===== config.mk =====
export PLATFORM = sky130hd
export DESIGN_NAME = alu_exception_unit_flat
export DESIGN_NICKNAME = d
export VERILOG_FILES = /design/src/rtl/mips_pkg.sv /design/src/rtl/alu_exception_unit_if.sv /design/src/rtl/trap_prio_enc.sv /design/src/rtl/alu_exception_unit.sv /design/src/flat_wrapper.sv
export SDC_FILE = /design/constraint.sdc
export NUM_CORES = 1
export LEC_CHECK = 0
export CORE_ASPECT_RATIO = 1.1
export CORE_MARGIN = 2
export CORE_UTILIZATION = 43
export CTS_CLUSTER_SIZE = 16
export DETAILED_ROUTE_END_ITERATION = 10
export GPL_TIMING_DRIVEN = 0
export PLACE_DENSITY = 0.85
export SETUP_SLACK_MARGIN = 0.15
export SLEW_MARGIN = 25
export SYNTH_ARGS = -nofsm -noshare
export SYNTH_HDL_FRONTEND = slang
export SYNTH_SLANG_ARGS = --single-unit

===== constraint.sdc =====
create_clock -name clk -period 4.25 [get_ports clk]
set_input_delay 0.85 -clock clk [delete_from_list [all_inputs] [get_ports clk]]
set_output_delay 0.85 -clock clk [all_outputs]
set_load 0.02 [all_outputs]

===== src/rtl/mips_pkg.sv =====
// mips_pkg: shared constants for the execute-stage exception logic.
//   ST_*  : bit positions inside the ALU's 8-bit status vector
//   EXC_* : default exception cause codes
//   state_t : exception FSM encoding
package mips_pkg;
    localparam int ST_ZERO  = 7;
    localparam int ST_OV    = 6;
    localparam int ST_CARRY = 5;
    localparam int ST_NEG   = 4;
    localparam int ST_AD    = 3;
    localparam int ST_DZ    = 2;
    localparam logic [3:0] EXC_OV = 4'hC;
    localparam logic [3:0] EXC_DZ = 4'h9;
    localparam logic [3:0] EXC_AD = 4'h4;
    typedef enum logic {IDLE = 1'b0, PENDING = 1'b1} state_t;
endpackage


===== src/rtl/alu_exception_unit_if.sv =====
// alu_exception_unit_if: ALU-side inputs and result/exception outputs of the EX exception unit.
//   master : ALU / pipeline control side (drives ALU outputs, ack, clear)
//   slave  : alu_exception_unit (drives registered result, flags, exception request)
interface alu_exception_unit_if #(
    parameter int PC_W  = 32,
    parameter int CNT_W = 8
);
    logic             ex_valid;
    logic [PC_W-1:0]  ex_pc;
    logic             ex_chk_align;
    logic [31:0]      alu_result;
    logic [7:0]       alu_status;
    logic             exc_ack;
    logic             status_clr;
    logic [31:0]      res_q;
    logic             res_valid;
    logic [2:0]       cond_q;
    logic [2:0]       sticky_q;
    logic             exc_req;
    logic [3:0]       exc_cause;
    logic [PC_W-1:0]  epc;
    logic             ex_stall;
    logic [CNT_W-1:0] trap_cnt;
    modport master (
        output ex_valid, ex_pc, ex_chk_align, alu_result, alu_status, exc_ack, status_clr,
        input  res_q, res_valid, cond_q, sticky_q, exc_req, exc_cause, epc, ex_stall, trap_cnt
    );
    modport slave (
        input  ex_valid, ex_pc, ex_chk_align, alu_result, alu_status, exc_ack, status_clr,
        output res_q, res_valid, cond_q, sticky_q, exc_req, exc_cause, epc, ex_stall, trap_cnt
    );
endinterface


===== src/rtl/trap_prio_enc.sv =====
// trap_prio_enc: priority encoder of trap conditions, divide-by-zero > overflow > misaligned.
//   dz, ov, ad : trap conditions
//   trap       : any condition present
//   cause      : cause code of the highest-priority condition (0 when none)
module trap_prio_enc import mips_pkg::*; #(
    parameter logic [3:0] CAUSE_OV = EXC_OV,
    parameter logic [3:0] CAUSE_DZ = EXC_DZ,
    parameter logic [3:0] CAUSE_AD = EXC_AD
) (
    input  logic       dz,
    input  logic       ov,
    input  logic       ad,
    output logic       trap,
    output logic [3:0] cause
);
    assign trap  = dz | ov | ad;
    assign cause = dz ? CAUSE_DZ : ov ? CAUSE_OV : ad ? CAUSE_AD : 4'h0;
endmodule


===== src/rtl/alu_exception_unit.sv =====
// alu_exception_unit: registers ALU results and flags, detects arithmetic traps and
// holds an exception request (with EPC and cause) that stalls EX until acknowledged.
//   clk, rst : clock, asynchronous active-high reset
//   bus      : alu_exception_unit_if.slave (ALU outputs in; result, flags, exception out)
module alu_exception_unit import mips_pkg::*; #(
    parameter int         PC_W     = 32,
    parameter int         CNT_W    = 8,
    parameter logic [3:0] CAUSE_OV = EXC_OV,
    parameter logic [3:0] CAUSE_DZ = EXC_DZ,
    parameter logic [3:0] CAUSE_AD = EXC_AD
) (
    input logic                 clk,
    input logic                 rst,
    alu_exception_unit_if.slave bus
);
    state_t           state, state_n;
    logic             dz, ov, ad, trap_any, trap, accept;
    logic [3:0]       cause;
    logic [2:0]       sticky_n;
    logic [CNT_W-1:0] cnt_n;
    logic             unused_status;

    assign dz = bus.alu_status[ST_DZ];
    assign ov = bus.alu_status[ST_OV];
    assign ad = bus.alu_status[ST_AD] & bus.ex_chk_align;
    assign unused_status = ^bus.alu_status[1:0];

    trap_prio_enc #(.CAUSE_OV(CAUSE_OV), .CAUSE_DZ(CAUSE_DZ), .CAUSE_AD(CAUSE_AD)) u_enc (
        .dz    (dz),
        .ov    (ov),
        .ad    (ad),
        .trap  (trap_any),
        .cause (cause)
    );

    // Instructions are only taken in IDLE; while PENDING the stalled one is re-presented later.
    always_comb begin
        trap     = (state == IDLE) && bus.ex_valid && trap_any;
        accept   = (state == IDLE) && bus.ex_valid && !trap_any;
        state_n  = (state == IDLE) ? (trap ? PENDING : IDLE) : (bus.exc_ack ? IDLE : PENDING);
        sticky_n = (bus.status_clr ? 3'b000 : bus.sticky_q) | (trap ? {ov, dz, ad} : 3'b000);
        cnt_n    = bus.status_clr ? CNT_W'(trap)
                 : (trap && bus.trap_cnt != '1) ? bus.trap_cnt + CNT_W'(1) : bus.trap_cnt;
    end

    assign bus.exc_req  = (state == PENDING);
    assign bus.ex_stall = (state == PENDING);

    always_ff @(posedge clk or posedge rst)
        if (rst) state <= IDLE;
        else     state <= state_n;

    always_ff @(posedge clk or posedge rst)
        if (rst) begin
            bus.res_q     <= '0;
            bus.res_valid <= 1'b0;
            bus.cond_q    <= '0;
            bus.sticky_q  <= '0;
            bus.exc_cause <= '0;
            bus.epc       <= '0;
            bus.trap_cnt  <= '0;
        end else begin
            bus.res_valid <= accept;
            if (accept) begin
                bus.res_q  <= bus.alu_result;
                bus.cond_q <= {bus.alu_status[ST_ZERO], bus.alu_status[ST_CARRY], bus.alu_status[ST_NEG]};
            end
            if (trap) begin
                bus.exc_cause <= cause;
                bus.epc       <= bus.ex_pc;
            end
            bus.sticky_q <= sticky_n;
            bus.trap_cnt <= cnt_n;
        end
endmodule

===== src/flat_wrapper.sv =====
// flat-port wrapper written by rule: the top's interface ports become plain ports
module alu_exception_unit_flat import mips_pkg::*;
#(
    parameter int         PC_W     = 32,
    parameter int         CNT_W    = 8,
    parameter logic [3:0] CAUSE_OV = EXC_OV,
    parameter logic [3:0] CAUSE_DZ = EXC_DZ,
    parameter logic [3:0] CAUSE_AD = EXC_AD
)
  (clk, rst, bus_ex_valid, bus_ex_pc, bus_ex_chk_align, bus_alu_result, bus_alu_status, bus_exc_ack, bus_status_clr, bus_res_q, bus_res_valid, bus_cond_q, bus_sticky_q, bus_exc_req, bus_exc_cause, bus_epc, bus_ex_stall, bus_trap_cnt);
  alu_exception_unit_if #(.PC_W(PC_W), .CNT_W(CNT_W)) bus_i ();
  input logic clk;
  input logic rst;
  input wire logic [$bits(bus_i.ex_valid)-1:0] bus_ex_valid;
  input wire logic [$bits(bus_i.ex_pc)-1:0] bus_ex_pc;
  input wire logic [$bits(bus_i.ex_chk_align)-1:0] bus_ex_chk_align;
  input wire logic [$bits(bus_i.alu_result)-1:0] bus_alu_result;
  input wire logic [$bits(bus_i.alu_status)-1:0] bus_alu_status;
  input wire logic [$bits(bus_i.exc_ack)-1:0] bus_exc_ack;
  input wire logic [$bits(bus_i.status_clr)-1:0] bus_status_clr;
  output wire logic [$bits(bus_i.res_q)-1:0] bus_res_q;
  output wire logic [$bits(bus_i.res_valid)-1:0] bus_res_valid;
  output wire logic [$bits(bus_i.cond_q)-1:0] bus_cond_q;
  output wire logic [$bits(bus_i.sticky_q)-1:0] bus_sticky_q;
  output wire logic [$bits(bus_i.exc_req)-1:0] bus_exc_req;
  output wire logic [$bits(bus_i.exc_cause)-1:0] bus_exc_cause;
  output wire logic [$bits(bus_i.epc)-1:0] bus_epc;
  output wire logic [$bits(bus_i.ex_stall)-1:0] bus_ex_stall;
  output wire logic [$bits(bus_i.trap_cnt)-1:0] bus_trap_cnt;
  assign bus_i.ex_valid = bus_ex_valid;
  assign bus_i.ex_pc = bus_ex_pc;
  assign bus_i.ex_chk_align = bus_ex_chk_align;
  assign bus_i.alu_result = bus_alu_result;
  assign bus_i.alu_status = bus_alu_status;
  assign bus_i.exc_ack = bus_exc_ack;
  assign bus_i.status_clr = bus_status_clr;
  assign bus_res_q = bus_i.res_q;
  assign bus_res_valid = bus_i.res_valid;
  assign bus_cond_q = bus_i.cond_q;
  assign bus_sticky_q = bus_i.sticky_q;
  assign bus_exc_req = bus_i.exc_req;
  assign bus_exc_cause = bus_i.exc_cause;
  assign bus_epc = bus_i.epc;
  assign bus_ex_stall = bus_i.ex_stall;
  assign bus_trap_cnt = bus_i.trap_cnt;
  alu_exception_unit #(.PC_W(PC_W), .CNT_W(CNT_W), .CAUSE_OV(CAUSE_OV), .CAUSE_DZ(CAUSE_DZ), .CAUSE_AD(CAUSE_AD)) u_core (.clk(clk), .rst(rst), .bus(bus_i));
endmodule

==> results_dict.tcl, run 1 <==
set metrics [dict create \
    ys_seq_elements 83 \
    place.gp.congestion 0.831 \
    cts.clk_slew.worst_paths_ns 0.08 \
    cp-start-kind "register" \
    setup_viol 0 \
    cp_cell_sequence "buf_4 > clkdlybuf4s50_1" \
    final_cell_area_mm2 0.00524 \
    syn_area_per_cell_um2 15.0 \
    ant_nets 0 \
    end_kind "primary output" \
    ir_drop_mv 0.202 \
    grt.overflow.total 0 \
    clock-skew-final_ns 0.0127 \
    cpMaxStageDelayCell "clkdlybuf4s50_1" \
    grt_max_degree 45 \
    crit_path_max_incr_delay_ns 0.58 \
    grt_pass1_vias 2480 \
    drive_above_1_share 0.164 \
    max_cap_viol_count 0 \
    required_ns 3.40 \
    rsz0062_at_grt "no" \
    min_period_ns 2.34 \
    cts_hold_buf 0 \
    period_share 0.552 \
    grt_pass1_wl_mm 12.3 \
    vias_per_cell 4.85 \
    yosys_warnings 0 \
    cp_max_fo 5 \
    synthCells 221 \
    ys_types 36 \
    setup_tns_ns 0 \
    cts_tree "done" \
    netlist_area_mm2 0.00330 \
    power_leakage_uw 0.00219 \
    path_class "reg -> out" \
    vias 2431 \
    diodes 0 \
    design.core.area_mm2 0.00747 \
    cts_inserted_buffers 9 \
    start_util 0.442 \
    power.density_mw_per_mm2 498 \
    antenna_found_initial 0 \
    routed_wl_mm 8.00 \
    place_area_mm2 0.00504 \
    root_buffer "clkbuf_8" \
    pin_count 163 \
    track_usage 0.195 \
    clock-sinks 83 \
    fmax_mhz 427 \
    area_growth_pct 58.5 \
    syn_nets 300 \
    seq_area_frac_synth 0.629 \
    outcome "finished clean" \
    finalPower_uw 2610 \
    drt_pass1_iterations 4 \
    slew_violations 0 \
    cts_buffer_depth 2 \
    fin_nets 470 \
    wire_per_inst_um 16.0 \
    hp-class "reg -> reg" \
    rows 33 \
    die_w_um 87.6 \
    ctsResizeCount 0 \
    dieArea_mm2 0.00840 \
    clock_latency_ns 0.35 \
    arrival_ns 1.49 \
    io_buffers 158 \
    place_hpwl_mm 6.19 \
    htreeDepth 3 \
    route.detailed.drc 0 \
    cts_setup_buffers 0 \
    drt_iter0_drc 58 \
    finalHoldViolCount 0 \
    die_h_um 95.9 \
]
==> sequential cells by signal, summed over array words and instances (netlist names) <==
| signal | flops |
|---|---|
| u_core.bus.exc_cause | 3 |
| u_core.bus.res_valid | 1 |
| u_core.bus.res_q | 32 |
| u_core.bus.sticky_q | 3 |
| u_core.bus.epc | 32 |
| u_core.bus.trap_cnt | 8 |
| u_core.bus.ex_stall | 1 |
| u_core.bus.cond_q | 3 |
==> cell usage after synthesis, drive strengths merged <==
cell type	number	share of area
dfrtp	83	0.63
mux2i	2	0.0061
nor3	4	0.0061
clkbuf	3	0.0034
xor2	2	0.0053
nand3	2	0.0030
a32o	1	0.0030
ha	1	0.0038
nand2	7	0.010
mux2	67	0.23
nor2	7	0.0087
inv	6	0.0068
nand4	1	0.0019
o2111ai	2	0.0053
and3	1	0.0019
nand2b	1	0.0019
conb	1	0.0011
o22ai	1	0.0019
and4b	2	0.0061
o21ai	6	0.0091
o211ai	1	0.0023
o2bb2ai	1	0.0027
nor4	1	0.0019
nor2b	1	0.0019
a22o	1	0.0027
a21oi	2	0.0030
a41oi	1	0.0027
o21a	1	0.0023
buf	8	0.025
a211o	1	0.0027
a211oi	3	0.011
==> metrics by stage <==
stage	utilization	hold WS [ns]	instances	setup slack, ns
after floorplan	-	0.595	221	1.26
after global placement	0.671	0.472	484	0.0594
after detailed placement	0.674	0.481	485	1.55
after CTS	0.701	0.499	501	1.86
after global routing	0.701	0.523	501	1.80
final	0.701	0.493	501	1.91
==> final timing paths <==
path                                       from                   end  slack, ns  cells after the start
hold / removal             u_core.bus.res_q[23]  u_core.bus.res_q[23]       0.49                      1
hold reg to reg            u_core.bus.res_q[23]  u_core.bus.res_q[23]       0.49                      1
max in group asynchronous                   rst   u_core.bus.res_q[2]       2.75                      3
setup reg to reg            u_core.bus.ex_stall     u_core.bus.epc[8]       2.37                      5
setup / recovery            u_core.bus.ex_stall           bus_exc_req       1.91                      2
min in group asynchronous                   rst  u_core.bus.res_q[12]       0.88                      2
==> placed cells by master, fill, tap and decap left out, types with 3 or more instances in the layout <==
master	instances
buf_6	6
clkbuf_1	3
clkbuf_8	12
clkdlybuf4s50_1	158
dfrtp_1	83
inv_1	5
mux2_1	31
mux2_2	36
nand2_1	6
nor2_1	6
nor3_1	4
o21ai_0	6
==> cells by family after synthesis <==
| logic type | share of synthesized area |
|---|---|
| buf+inv | 0.0352 |
| mux | 0.234 |
| xor+xnor | 0.00530 |
| compound gates | 0.0481 |
| fa+ha+maj | 0.00379 |
| other cells | 0.00113 |
| flops | 0.629 |
| simple gates | 0.0436 |
==> layer usage <==
layer	share of wire	GRT usage
met3	0.066	0.0540
met5	0	0
met4	0.016	0.0679
met2	0.52	0.335
met1	0.39	0.234
==> worst max-delay path, delay by kind of cell (launching register included) <==
kind | cells | cell delay (ns)
DFF | 1 | 0.44
buffers and inverters | 2 | 0.72
==> final cells by class <==
| type | instances | area [um^2] |
|---|---|---|
| well taps | 105 | 131 |
| multi-input cells | 121 | 1110 |
| plain buffers | 11 | 93.8 |
| inverters | 6 | 25.0 |
| fillers | 538 | 2240 |
| flip-flops and latches | 83 | 2080 |
| clock buffers | 12 | 165 |
| clock inverters | 4 | 32.5 |
| repair buffers | 159 | 1600 |
==> power breakdown <==
| part | total [uW] | internal (uW) | leakage, uW | switching (uW) |
|---|---|---|---|---|
| registers | 1080 | 982 | 0.00100 | 101 |
| clock network | 548 | 264 | 0.0000952 | 284 |
| logic | 977 | 529 | 0.00109 | 449 |
Note: power is estimated with default switching activity, not from simulation.
==> run 2, diff against run 1 <==
CORE_UTILIZATION = 36   (was 43)
PLACE_DENSITY = 0.76   (was 0.85)
clock period = 2.15 ns   (was 4.25 ns; I/O delays follow)
==> results_dict.tcl, run 2 (same netlist as run 1, synthesis figures left out) <==
set metrics [dict create \
    outcome "finished clean" \
    vias 2408 \
    finalHoldViolCount 0 \
    layout_common_cells "158 x clkdlybuf4s50_1, 82 x dfrtp_1, 36 x mux2_2" \
    timing.rr.end "u_core.bus.epc[4]" \
    power.density_mw_per_mm2 1020 \
    required_ns 2.39 \
    rr_worst_depth 5 \
    pre_cts_slack_ns -0.159 \
    path_class "in -> reg" \
    grt_max_degree 32 \
    dieArea_mm2 0.00996 \
    vias_per_cell 4.71 \
    cts.clk_slew.worst_paths_ns 0.08 \
    final_common_cell "clkdlybuf4s50_1" \
    worst-path-buf-inv 2 \
    timing.rr.start "u_core.bus.ex_stall" \
    rsz0062_at_grt "yes" \
    slew_headroom 0.560 \
    hp-class "in -> reg" \
    drive_above_1_share 0.164 \
    arrival_ns 2.20 \
    cts_setup_buffers 0 \
    multi_input_area_mm2 0.00112 \
    cp_max_fo 10 \
    cts_tree "done" \
    root_buffer "clkbuf_8" \
    slew_violations 0 \
    design.core.area_mm2 0.00887 \
    end_kind "register" \
    cpMaxStageDelayCell "a211oi_4" \
    cts_hold_buf 0 \
    grt_pass1_wl_mm 12.9 \
    clock-sinks 83 \
    stdcell_count 511 \
    place.gp.congestion 0.858 \
    min_to "u_core.bus.trap_cnt[4]" \
    power_leakage_uw 0.00222 \
    die_w_um 95.4 \
    worstHoldPathCells 2 \
    period_share 0.912 \
    place_inst 495 \
    worst-r2r-setup-slack_ns 0.36 \
    htreeDepth 3 \
    area_growth_pct 61.0 \
    pin_count 163 \
    cp_cell_sequence "clkdlybuf4s50_1 > a211oi_4 > nand2_4 > buf_6 > mux2_1" \
    cp-start-kind "input pin" \
    antenna_found_initial 0 \
    die_h_um 104 \
    regArea_mm2 0.00208 \
    hold_start "bus_status_clr" \
    wire_per_inst_um 15.9 \
    clock-skew-final_ns 0.0114 \
    io_buffers 158 \
    worstMarginPinSlew_ns 0.658 \
    grt_pass1_vias 2574 \
    track_usage 0.169 \
    setup_viol 0 \
    ctsResizeCount 0 \
    cts_inserted_buffers 9 \
    crit_path_max_incr_delay_ns 0.55 \
    final_cell_area_mm2 0.00532 \
    fmax_mhz 510 \
    setup_ws_ns 0.190 \
    grt.overflow.total 0 \
    fill_cells 712 \
    ant_nets 0 \
    rows 36 \
    max_cap_viol_count 0 \
    cts_buffer_depth 2 \
    place_hpwl_mm 6.16 \
    place_area_mm2 0.00507 \
    drt_pass1_iterations 4 \
    ir_drop_mv 0.478 \
    start_util 0.372 \
    route.detailed.drc 0 \
    top_regs "u_core.bus.epc: 32 flops, u_core.bus.res_q: 32 flops, u_core.bus.trap_cnt: 8 flops" \
    fin_nets 471 \
    routed_wl_mm 8.12 \
    critPathTopFamily "buffers and inverters" \
    drt_iter0_drc 47 \
    finish.utilization 0.600 \
    diodes 0 \
    min_period_ns 1.96 \
    clock_latency_ns 0.36 \
]
## run 2: cell type report
type                       instances  share of cell area
buffer                            11              0.0176
clock buffer                      12              0.0273
clock inverter                     4              0.0183
inverter                           6             0.00494
multi-input combinational        121               0.210
sequential                        83               0.391
tap                              114              0.0268
timing repair buffer             160               0.305
## run 2: how the worst max path moves through the flow
stage,from,to,slack (ns),depth (start not counted)
after detailed placement,bus_ex_valid,u_core.bus.epc[4],-0.16,6
after global placement,rst,u_core.bus.epc[1],-0.17,2
after CTS,u_core.bus.ex_stall,bus_exc_req,0.18,2
after global routing,bus_alu_status[3],u_core.bus.res_q[4],0.14,5
final,bus_alu_status[3],u_core.bus.res_q[13],0.19,5
after floorplan,u_core.bus.ex_stall,u_core.bus.epc[10],0.42,5
## run 2: power by group
part           internal, uW  switching, uW
clock                   805            550
combinational          1050            885
sequential             1940            189
total                  3800           1620
## run 2: routing by layer
metal / up-vias / global-route usage / wire (um)
met1: 1163 / 0.193 / 3250
met4: 0 / 0.0745 / 152
met3: 13 / 0.0442 / 559
met5: - / 0 / 0
li1: 1128 / - / -
met2: 104 / 0.290 / 4160
## run 2: metrics by stage
stage               hold slack [ns]  total power [uW]  TNS (ns)
finish                        0.454              5420         0
detailed placement            0.480              4130     -8.01
floorplan                     0.539              3060         0
global route                  0.465              5700         0
global placement              0.466              4060    -18.80
CTS                           0.427              5500         0
